==> config.mk <==
export PLATFORM = sky130hd
export DESIGN_NAME = lcd_arbiter_flat
export DESIGN_NICKNAME = d
export VERILOG_FILES = /design/src/rtl/lcd_arbiter_if.sv /design/src/rtl/lcd_arbiter.sv /design/src/flat_wrapper.sv
export SDC_FILE = /design/constraint.sdc
export NUM_CORES = 1
export LEC_CHECK = 0
export CORE_ASPECT_RATIO = 0.5
export CORE_UTILIZATION = 45
export CTS_CLUSTER_DIAMETER = 120
export DETAILED_ROUTE_END_ITERATION = 6
export PLACE_DENSITY = 0.73
export SYNTH_ARGS = -nofsm -noshare
export SYNTH_HDL_FRONTEND = slang
export SYNTH_SLANG_ARGS = --single-unit
export TNS_END_PERCENT = 20
==> constraint.sdc <==
create_clock -name clk -period 2.31 [get_ports clk]
set_input_delay 0.3465 -clock clk [delete_from_list [all_inputs] [get_ports clk]]
set_output_delay 0.3465 -clock clk [all_outputs]
set_load 0.03 [all_outputs]
==> src/rtl/lcd_arbiter_if.sv <==
// Requester/LCD-driver signal bundle for lcd_arbiter.
// The arbiter takes the slave view; the requesters and the LCD driver take the master view.
interface lcd_arbiter_if;
  logic       req_a;
  logic [7:0] data_a;
  logic       rs_a;
  logic       req_b;
  logic [7:0] data_b;
  logic       rs_b;
  logic       lcd_busy;
  logic       ack_a;
  logic       ack_b;
  logic       data_ready;
  logic [7:0] lcd_data;
  logic       lcd_rs;
  logic       grant_b;
  logic       timeout_err;

  modport master (
    output req_a, data_a, rs_a, req_b, data_b, rs_b, lcd_busy,
    input  ack_a, ack_b, data_ready, lcd_data, lcd_rs, grant_b, timeout_err
  );

  modport slave (
    input  req_a, data_a, rs_a, req_b, data_b, rs_b, lcd_busy,
    output ack_a, ack_b, data_ready, lcd_data, lcd_rs, grant_b, timeout_err
  );
endinterface

==> src/rtl/lcd_arbiter.sv <==
// Round-robin arbiter that serialises single-byte writes from two requesters
// onto one LCD driver, with a busy-rise timeout and sticky error flag.
module lcd_arbiter #(
  parameter int unsigned TIMEOUT_CYCLES = 50000,
  parameter int unsigned CNT_W          = 16
) (
  input logic          clk,
  input logic          reset_button,
  lcd_arbiter_if.slave bus
);

  typedef enum logic [1:0] {IDLE, ISSUE, WAIT_DONE} state_t;

  localparam logic [CNT_W-1:0] TO_LAST = CNT_W'(TIMEOUT_CYCLES - 1);

  state_t           state_q, state_d;
  logic [7:0]       data_q, data_d;
  logic             rs_q, rs_d;
  logic             grant_b_q, grant_b_d;
  logic             ready_q, ready_d;
  logic             ack_a_q, ack_a_d;
  logic             ack_b_q, ack_b_d;
  logic             terr_q, terr_d;
  logic             last_b_q, last_b_d;
  logic [CNT_W-1:0] cnt_q, cnt_d;
  logic             win_b;

  always_comb begin
    state_d   = state_q;
    data_d    = data_q;
    rs_d      = rs_q;
    grant_b_d = grant_b_q;
    ready_d   = ready_q;
    ack_a_d   = 1'b0;
    ack_b_d   = 1'b0;
    terr_d    = terr_q;
    last_b_d  = last_b_q;
    cnt_d     = cnt_q;
    win_b     = bus.req_b && (!bus.req_a || !last_b_q);

    unique case (state_q)
      IDLE: begin
        // The ack cycle itself is never a grant cycle, so a req still high
        // there is only treated as a new request one cycle later.
        if (!bus.lcd_busy && (bus.req_a || bus.req_b) && !(ack_a_q || ack_b_q)) begin
          grant_b_d = win_b;
          data_d    = win_b ? bus.data_b : bus.data_a;
          rs_d      = win_b ? bus.rs_b : bus.rs_a;
          ready_d   = 1'b1;
          cnt_d     = '0;
          state_d   = ISSUE;
        end
      end
      ISSUE: begin
        if (bus.lcd_busy) begin
          ready_d = 1'b0;
          state_d = WAIT_DONE;
        end else if (cnt_q == TO_LAST) begin
          ready_d = 1'b0;
          terr_d  = 1'b1;
          ack_a_d = !grant_b_q;
          ack_b_d = grant_b_q;
          state_d = IDLE;
        end else if (cnt_q != '1) begin
          cnt_d = cnt_q + 1'b1;
        end
      end
      WAIT_DONE: begin
        if (!bus.lcd_busy) begin
          ack_a_d  = !grant_b_q;
          ack_b_d  = grant_b_q;
          last_b_d = grant_b_q;
          state_d  = IDLE;
        end
      end
      default: state_d = IDLE;
    endcase
  end

  always_ff @(posedge clk) begin
    if (!reset_button) begin
      state_q   <= IDLE;
      data_q    <= 8'h00;
      rs_q      <= 1'b0;
      grant_b_q <= 1'b0;
      ready_q   <= 1'b0;
      ack_a_q   <= 1'b0;
      ack_b_q   <= 1'b0;
      terr_q    <= 1'b0;
      last_b_q  <= 1'b1;
      cnt_q     <= '0;
    end else begin
      state_q   <= state_d;
      data_q    <= data_d;
      rs_q      <= rs_d;
      grant_b_q <= grant_b_d;
      ready_q   <= ready_d;
      ack_a_q   <= ack_a_d;
      ack_b_q   <= ack_b_d;
      terr_q    <= terr_d;
      last_b_q  <= last_b_d;
      cnt_q     <= cnt_d;
    end
  end

  assign bus.ack_a       = ack_a_q;
  assign bus.ack_b       = ack_b_q;
  assign bus.data_ready  = ready_q;
  assign bus.lcd_data    = data_q;
  assign bus.lcd_rs      = rs_q;
  assign bus.grant_b     = grant_b_q;
  assign bus.timeout_err = terr_q;

endmodule

==> src/flat_wrapper.sv <==
// flat-port wrapper written by rule: the top's interface ports become plain ports
module lcd_arbiter_flat 
#(
  parameter int unsigned TIMEOUT_CYCLES = 50000,
  parameter int unsigned CNT_W          = 16
)
  (clk, reset_button, bus_req_a, bus_data_a, bus_rs_a, bus_req_b, bus_data_b, bus_rs_b, bus_lcd_busy, bus_ack_a, bus_ack_b, bus_data_ready, bus_lcd_data, bus_lcd_rs, bus_grant_b, bus_timeout_err);
  lcd_arbiter_if bus_i ();
  input logic clk;
  input logic reset_button;
  input wire logic [$bits(bus_i.req_a)-1:0] bus_req_a;
  input wire logic [$bits(bus_i.data_a)-1:0] bus_data_a;
  input wire logic [$bits(bus_i.rs_a)-1:0] bus_rs_a;
  input wire logic [$bits(bus_i.req_b)-1:0] bus_req_b;
  input wire logic [$bits(bus_i.data_b)-1:0] bus_data_b;
  input wire logic [$bits(bus_i.rs_b)-1:0] bus_rs_b;
  input wire logic [$bits(bus_i.lcd_busy)-1:0] bus_lcd_busy;
  output wire logic [$bits(bus_i.ack_a)-1:0] bus_ack_a;
  output wire logic [$bits(bus_i.ack_b)-1:0] bus_ack_b;
  output wire logic [$bits(bus_i.data_ready)-1:0] bus_data_ready;
  output wire logic [$bits(bus_i.lcd_data)-1:0] bus_lcd_data;
  output wire logic [$bits(bus_i.lcd_rs)-1:0] bus_lcd_rs;
  output wire logic [$bits(bus_i.grant_b)-1:0] bus_grant_b;
  output wire logic [$bits(bus_i.timeout_err)-1:0] bus_timeout_err;
  assign bus_i.req_a = bus_req_a;
  assign bus_i.data_a = bus_data_a;
  assign bus_i.rs_a = bus_rs_a;
  assign bus_i.req_b = bus_req_b;
  assign bus_i.data_b = bus_data_b;
  assign bus_i.rs_b = bus_rs_b;
  assign bus_i.lcd_busy = bus_lcd_busy;
  assign bus_ack_a = bus_i.ack_a;
  assign bus_ack_b = bus_i.ack_b;
  assign bus_data_ready = bus_i.data_ready;
  assign bus_lcd_data = bus_i.lcd_data;
  assign bus_lcd_rs = bus_i.lcd_rs;
  assign bus_grant_b = bus_i.grant_b;
  assign bus_timeout_err = bus_i.timeout_err;
  lcd_arbiter #(.TIMEOUT_CYCLES(TIMEOUT_CYCLES), .CNT_W(CNT_W)) u_core (.clk(clk), .reset_button(reset_button), .bus(bus_i));
endmodule
### Yosys cells after proc, flatten, opt, wreduce, memory -nomap -nowiden

Index checks and enable logic that the tools add are counted.

| operators by class | value |
|---|---|
| add/sub/neg operators | 1 |
| eq/ne operators | 10 |
| muxes and demuxes | 24 |
| bitwise operators | 1 |
| reductions and logical operators | 19 |

Operators by type and width:

| operator | number |
|---|---|
| $mux 16 | 4 |
| $pmux 16 s2 | 1 |
| $add 16x1->16 const B | 1 |
| $eq 16x16->1 const B | 1 |
| $ne 16x16->1 const B | 1 |
| $mux 1 | 10 |
| $reduce_and 3->1 | 3 |
| $mux 2 | 4 |
| $mux 8 | 1 |
| $ne 2x2->1 const B | 3 |
| $pmux 1 s2 | 3 |
| $pmux 2 s3 | 1 |
| $logic_not 1->1 | 5 |
| $reduce_and 5->1 | 1 |
| $ne 2x1->1 const B | 2 |
| $reduce_and 2->1 | 2 |
| $logic_and 1x1->1 | 3 |
| $logic_or 1x1->1 | 3 |
| $ne 3x2->1 const B | 1 |
| $eq 2x1->1 const B | 1 |
| $eq 2x2->1 const B | 1 |
| $logic_not 2->1 | 1 |
| $reduce_bool 2->1 | 1 |
| $not 1->1 | 1 |

| storage, ports and cells | value |
|---|---|
| bits in registers | 33 |
| output and inout bits | 14 |

### Depth between registers and ports, before layout

| depth | value |
|---|---|
| depth after elaboration | 5 |
| depth in mapped cells | 9 |
| depth with buffers taken out | 7 |

### Worst setup path before layout

No wires, ideal clock.

| timing | value |
|---|---|
| kind | register to register |
| from | reg u_core.state_q[1] |
| to | reg u_core.cnt_q[2] |
| arrival time | 1.762 ns |
| data required time | 2.240 ns |
| path slack | 0.478 ns |
| cell stages (with the launch flop) | 9 |
| path through | dfxtp_1 > inv_1 > ha_1 > clkbuf_1 > nand2b_1 > a211o_1 > buf_6 > or3b_1 > a21oi_1 |

| on the way | value |
|---|---|
| cells in the longest elaborated chain, start to end | 3 |

RTL lines:

| element | RTL line | source |
|---|---|---|
| start, declared | lcd_arbiter.sv:16 | `state_t state_q, state_d;` |
| start signal, assigned | lcd_arbiter.sv:93 | `state_q <= state_d;` |
| $eq 2x1->1 / $logic_not 2->1 (equally long branches) | lcd_arbiter.sv:41 | `unique case (state_q)` |
| $ne 2x2->1 (no source line) (tied with other cells) | -- |  |
| $reduce_and 5->1 (no source line) | -- |  |
| end signal, assigned | lcd_arbiter.sv:102 | `cnt_q <= cnt_d;` |
| end, declared | lcd_arbiter.sv:25 | `logic [CNT_W-1:0] cnt_q, cnt_d;` |

Several ways; a longest one is shown, not always the timed one.
A chain may end at the register's enable or synchronous reset.

### Final worst setup path

| timing | value |
|---|---|
| from | in bus_lcd_busy |
| to | reg u_core.cnt_q[8] |

| on the way | value |
|---|---|
| cells in the longest elaborated chain, start to end | 5 |

RTL lines:

| element | RTL line | source |
|---|---|---|
| start, declared | flat_wrapper.sv:17 | `input wire logic [$bits(bus_i.lcd_busy)-1:0] bus_lcd_busy;` |
| $logic_not 1->1 | lcd_arbiter.sv:45 | `if (!bus.lcd_busy && (bus.req_a \|\| bus.req_b) && !(ack_a_q \|\| ack_b_q)) begin` |
| $logic_and 1x1->1 (2 in series) | lcd_arbiter.sv:45 |  |
| $ne 2x1->1 (no source line) | -- |  |
| $reduce_and 5->1 (no source line) * | -- |  |

Mark *: on every way between the ends. The rest lies on a longest branch, timed or not.

==> results.md <==
* Setup Fix Bufs, Post-CTS at 0
* Buffers and inverters on the worst path at 1
* Post-route worst hold slack at 464.3 ps
* Status: finished, final reports clean
* Setup Skew at 6.330 ps
* Setup slack after placement at 46.56 ps
* Hold buffer count at CTS at 0
* Library cell used as clock root buffer: sky130_fd_sc_hd__clkbuf_8
* Number of core rows at 15
* Final count of pins violating max slew at 0
* Clk pin slew, worst setup/hold paths at 60 ps
* Die ar. at 4196 um2
* Power density cells at 628.9 nW/um2
* Family with the most delay on the worst path: simple AND/OR/NAND/NOR gates
* Path type of the worst min-delay path: flip-flop to flip-flop
* Critical setup path kind: input port to flip-flop
* Commonest non-fill, non-tap cell in the layout: sky130_fd_sc_hd__clkdlybuf4s50_1
* H-tree levels at 2
* Max-capacitance violation count at 0
* Fraction of post-synthesis cell area in the top cell type by area at 0.3739
* Floorplan core area at 3585 um2
* Number of clock sinks at 33
* Most frequent cells in the layout: 36 x sky130_fd_sc_hd__clkdlybuf4s50_1, 33 x sky130_fd_sc_hd__dfxtp_1, 25 x sky130_fd_sc_hd__nand2_1
* DP Wirelength at 2.955 mm
* Latest clock arrival within the worst-skew pair at 290 ps
* Final hold viol count at 0
* Required time of the worst setup path at 2520 ps
* Worst Slack Setup Final at 318.0 ps
* Period utilisation layout at 0.8624
* Maximum single-stage delay on the critical path at 520 ps
* Clock tree from TritonCTS: done
* Wire length of the first global-routing pass at 6.831 mm
* Layout overhead on the synthesized area at 29.53%
* Mapped Cells at 210
* Routability cong. at 0.9274
* Critical path, cell by cell: clkdlybuf4s50_1 -> nor3_4 -> a21boi_2 -> a211o_1 -> or4_1 -> o21ai_1
* Post-Route WL at 4.105 mm
* Nets at 277
* Sum of internal, switching and leakage power at 0.001439 W
* Synthesized net count at 237
* Starting density of the core at 0.4928
* Detailed Route Iter0 Violations at 107
* Max Freq at 502.0 MHz
* Die span in y at 46.31 um
* Startpoint type of the worst setup path: input port
* Final setup fails at 0
* Number of antenna violations at the first check in global routing at 0
* Residual DRC count at 0
* Average size of a mapped cell at 8.413 um2
* Length of the first detailed-routing pass in iterations at 4
* Cell leakage power at 0.8122 nW
* YS warnings at 0
* Arrival time of the worst setup path at 2200 ps
* Total standard cell area after synthesis at 1767 um2
* Count of cells resized by post-cts repair at 0
* Grt total ovfl at 0
* Maximum number of pins on one net before global-route repair at 20
* Yosys top cell by area: sky130_fd_sc_hd__dfxtp_1
* Measured slew at the worst slew-check pin at 330.7 ps
* Ports placed on the boundary at 37
* RSZ-0062 raised after global routing: false
* Share of layout cells above drive strength 1 at 0.08367
* Synth area leaders: sky130_fd_sc_hd__dfxtp_1 37%, sky130_fd_sc_hd__mux2i_1 6.2%, sky130_fd_sc_hd__nand2_1 5.3%
* Count of input and output buffers at 36
* Headroom to the max-slew limit at 0.7788
* Detailed-route wire length per cell at 13.59 um
* Minimum clock period after layout at 1992 ps
* Critical Path Slowest Stage Cell: sky130_fd_sc_hd__clkdlybuf4s50_1
* Sequential area share after synthesis at 0.3739
* CP max FO at 9
* FF+latch count, synth at 33
* Setup_tns at 0 ps
* Per-cell via count in the routed design at 5.526
* Overall global routing resource usage at 0.2108
* Critical path endpoint category: flip-flop
* Vias in the first global route at 1516
* Antenna Cells at 0
* VDD IR-drop max at 0.3390 mV
* Buffer levels on the longest clock path at 2
* Number of routed nets with antenna violations at 0
* Netlist cell types at 48
* Chip Width at 90.61 um
* Total via count in the routed design at 1669
* Number of clock buffers inserted by TritonCTS at 5
## state kept, by name (all words and copies together) (netlist names)
register / count
u_core.bus.ack_a: 1
u_core.bus.ack_b: 1
u_core.bus.data_ready: 1
u_core.bus.grant_b: 1
u_core.bus.lcd_data: 8
u_core.bus.lcd_rs: 1
u_core.bus.timeout_err: 1
u_core.cnt_q: 16
u_core.last_b_q: 1
u_core.state_q: 2
## cells by family (layout without fill, tap and decap cells)
family	Yosys count	count (layout)	synth area share
AO/OA/AOI/OAI	57	57	0.2252
adder cells (fa/ha/maj)	4	4	0.02833
buffers and inverters	21	62	0.06090
flip-flops	33	33	0.3739
multiplexers	11	11	0.06233
AND/OR/NAND/NOR	84	84	0.2493
## final cells by class
class / count / area (um2)
Inverter: 6 / 22.52
Fill cell: 312 / 1296
Multi-Input combinational cell: 156 / 998.5
Timing Repair Buffer: 48 / 462.9
Tap cell: 51 / 63.81
Clock buffer: 8 / 80.08
Sequential cell: 33 / 660.6
## cell usage after synthesis (all sizes together)
master,number
a211o,1
a211oi,9
a21boi,2
a21o,1
a21oi,12
a311o,1
a31oi,3
and2,3
and3,3
and4,2
buf,8
clkbuf,7
clkinv,1
dfxtp,33
ha,4
inv,5
mux2i,11
nand2,25
nand2b,3
nand3,8
nand4,4
nand4bb,1
nor2,18
nor3,4
nor3b,1
nor4,2
nor4b,1
o211a,2
o211ai,1
o21a,4
o21ai,12
o221a,5
o22ai,1
o2bb2ai,1
o311a,1
o31ai,1
or2,2
or3,2
or3b,1
or4,4
## power by group
| part | internal, W | switching [W] | total, W |
|---|---|---|---|
| Combinational | 0.000189 | 0.000216 | 0.000405 |
| Sequential | 0.000599 | 0.0000181 | 0.000617 |
| Clock | 0.000214 | 0.000203 | 0.000417 |
## metal layers
metal,track usage,share of wire
met1,0.2598,0.47
met2,0.3561,0.44
met3,0.05776,0.076
met4,0.09677,0.014
met5,0,0
## through the flow
step	instances	area, um2	utilization
after floorplan	210	1767	-
after global placement	294	2208	0.6161
after detailed placement	294	2208	0.6161
after CTS	302	2288	0.6384
after global routing	302	2288	0.6384
final	302	2288	0.6384
## worst paths after layout
kind	from	to	slack (ps)	cells after the start
worst max-delay path	bus_lcd_busy	u_core.cnt_q[8]	320	6
worst min-delay path	u_core.bus.timeout_err	u_core.bus.timeout_err	460	1
worst min register to register	u_core.bus.timeout_err	u_core.bus.timeout_err	460	1
worst max register to register	u_core.cnt_q[0]	u_core.cnt_q[4]	330	7
Note: power is estimated with default switching activity, not from simulation.
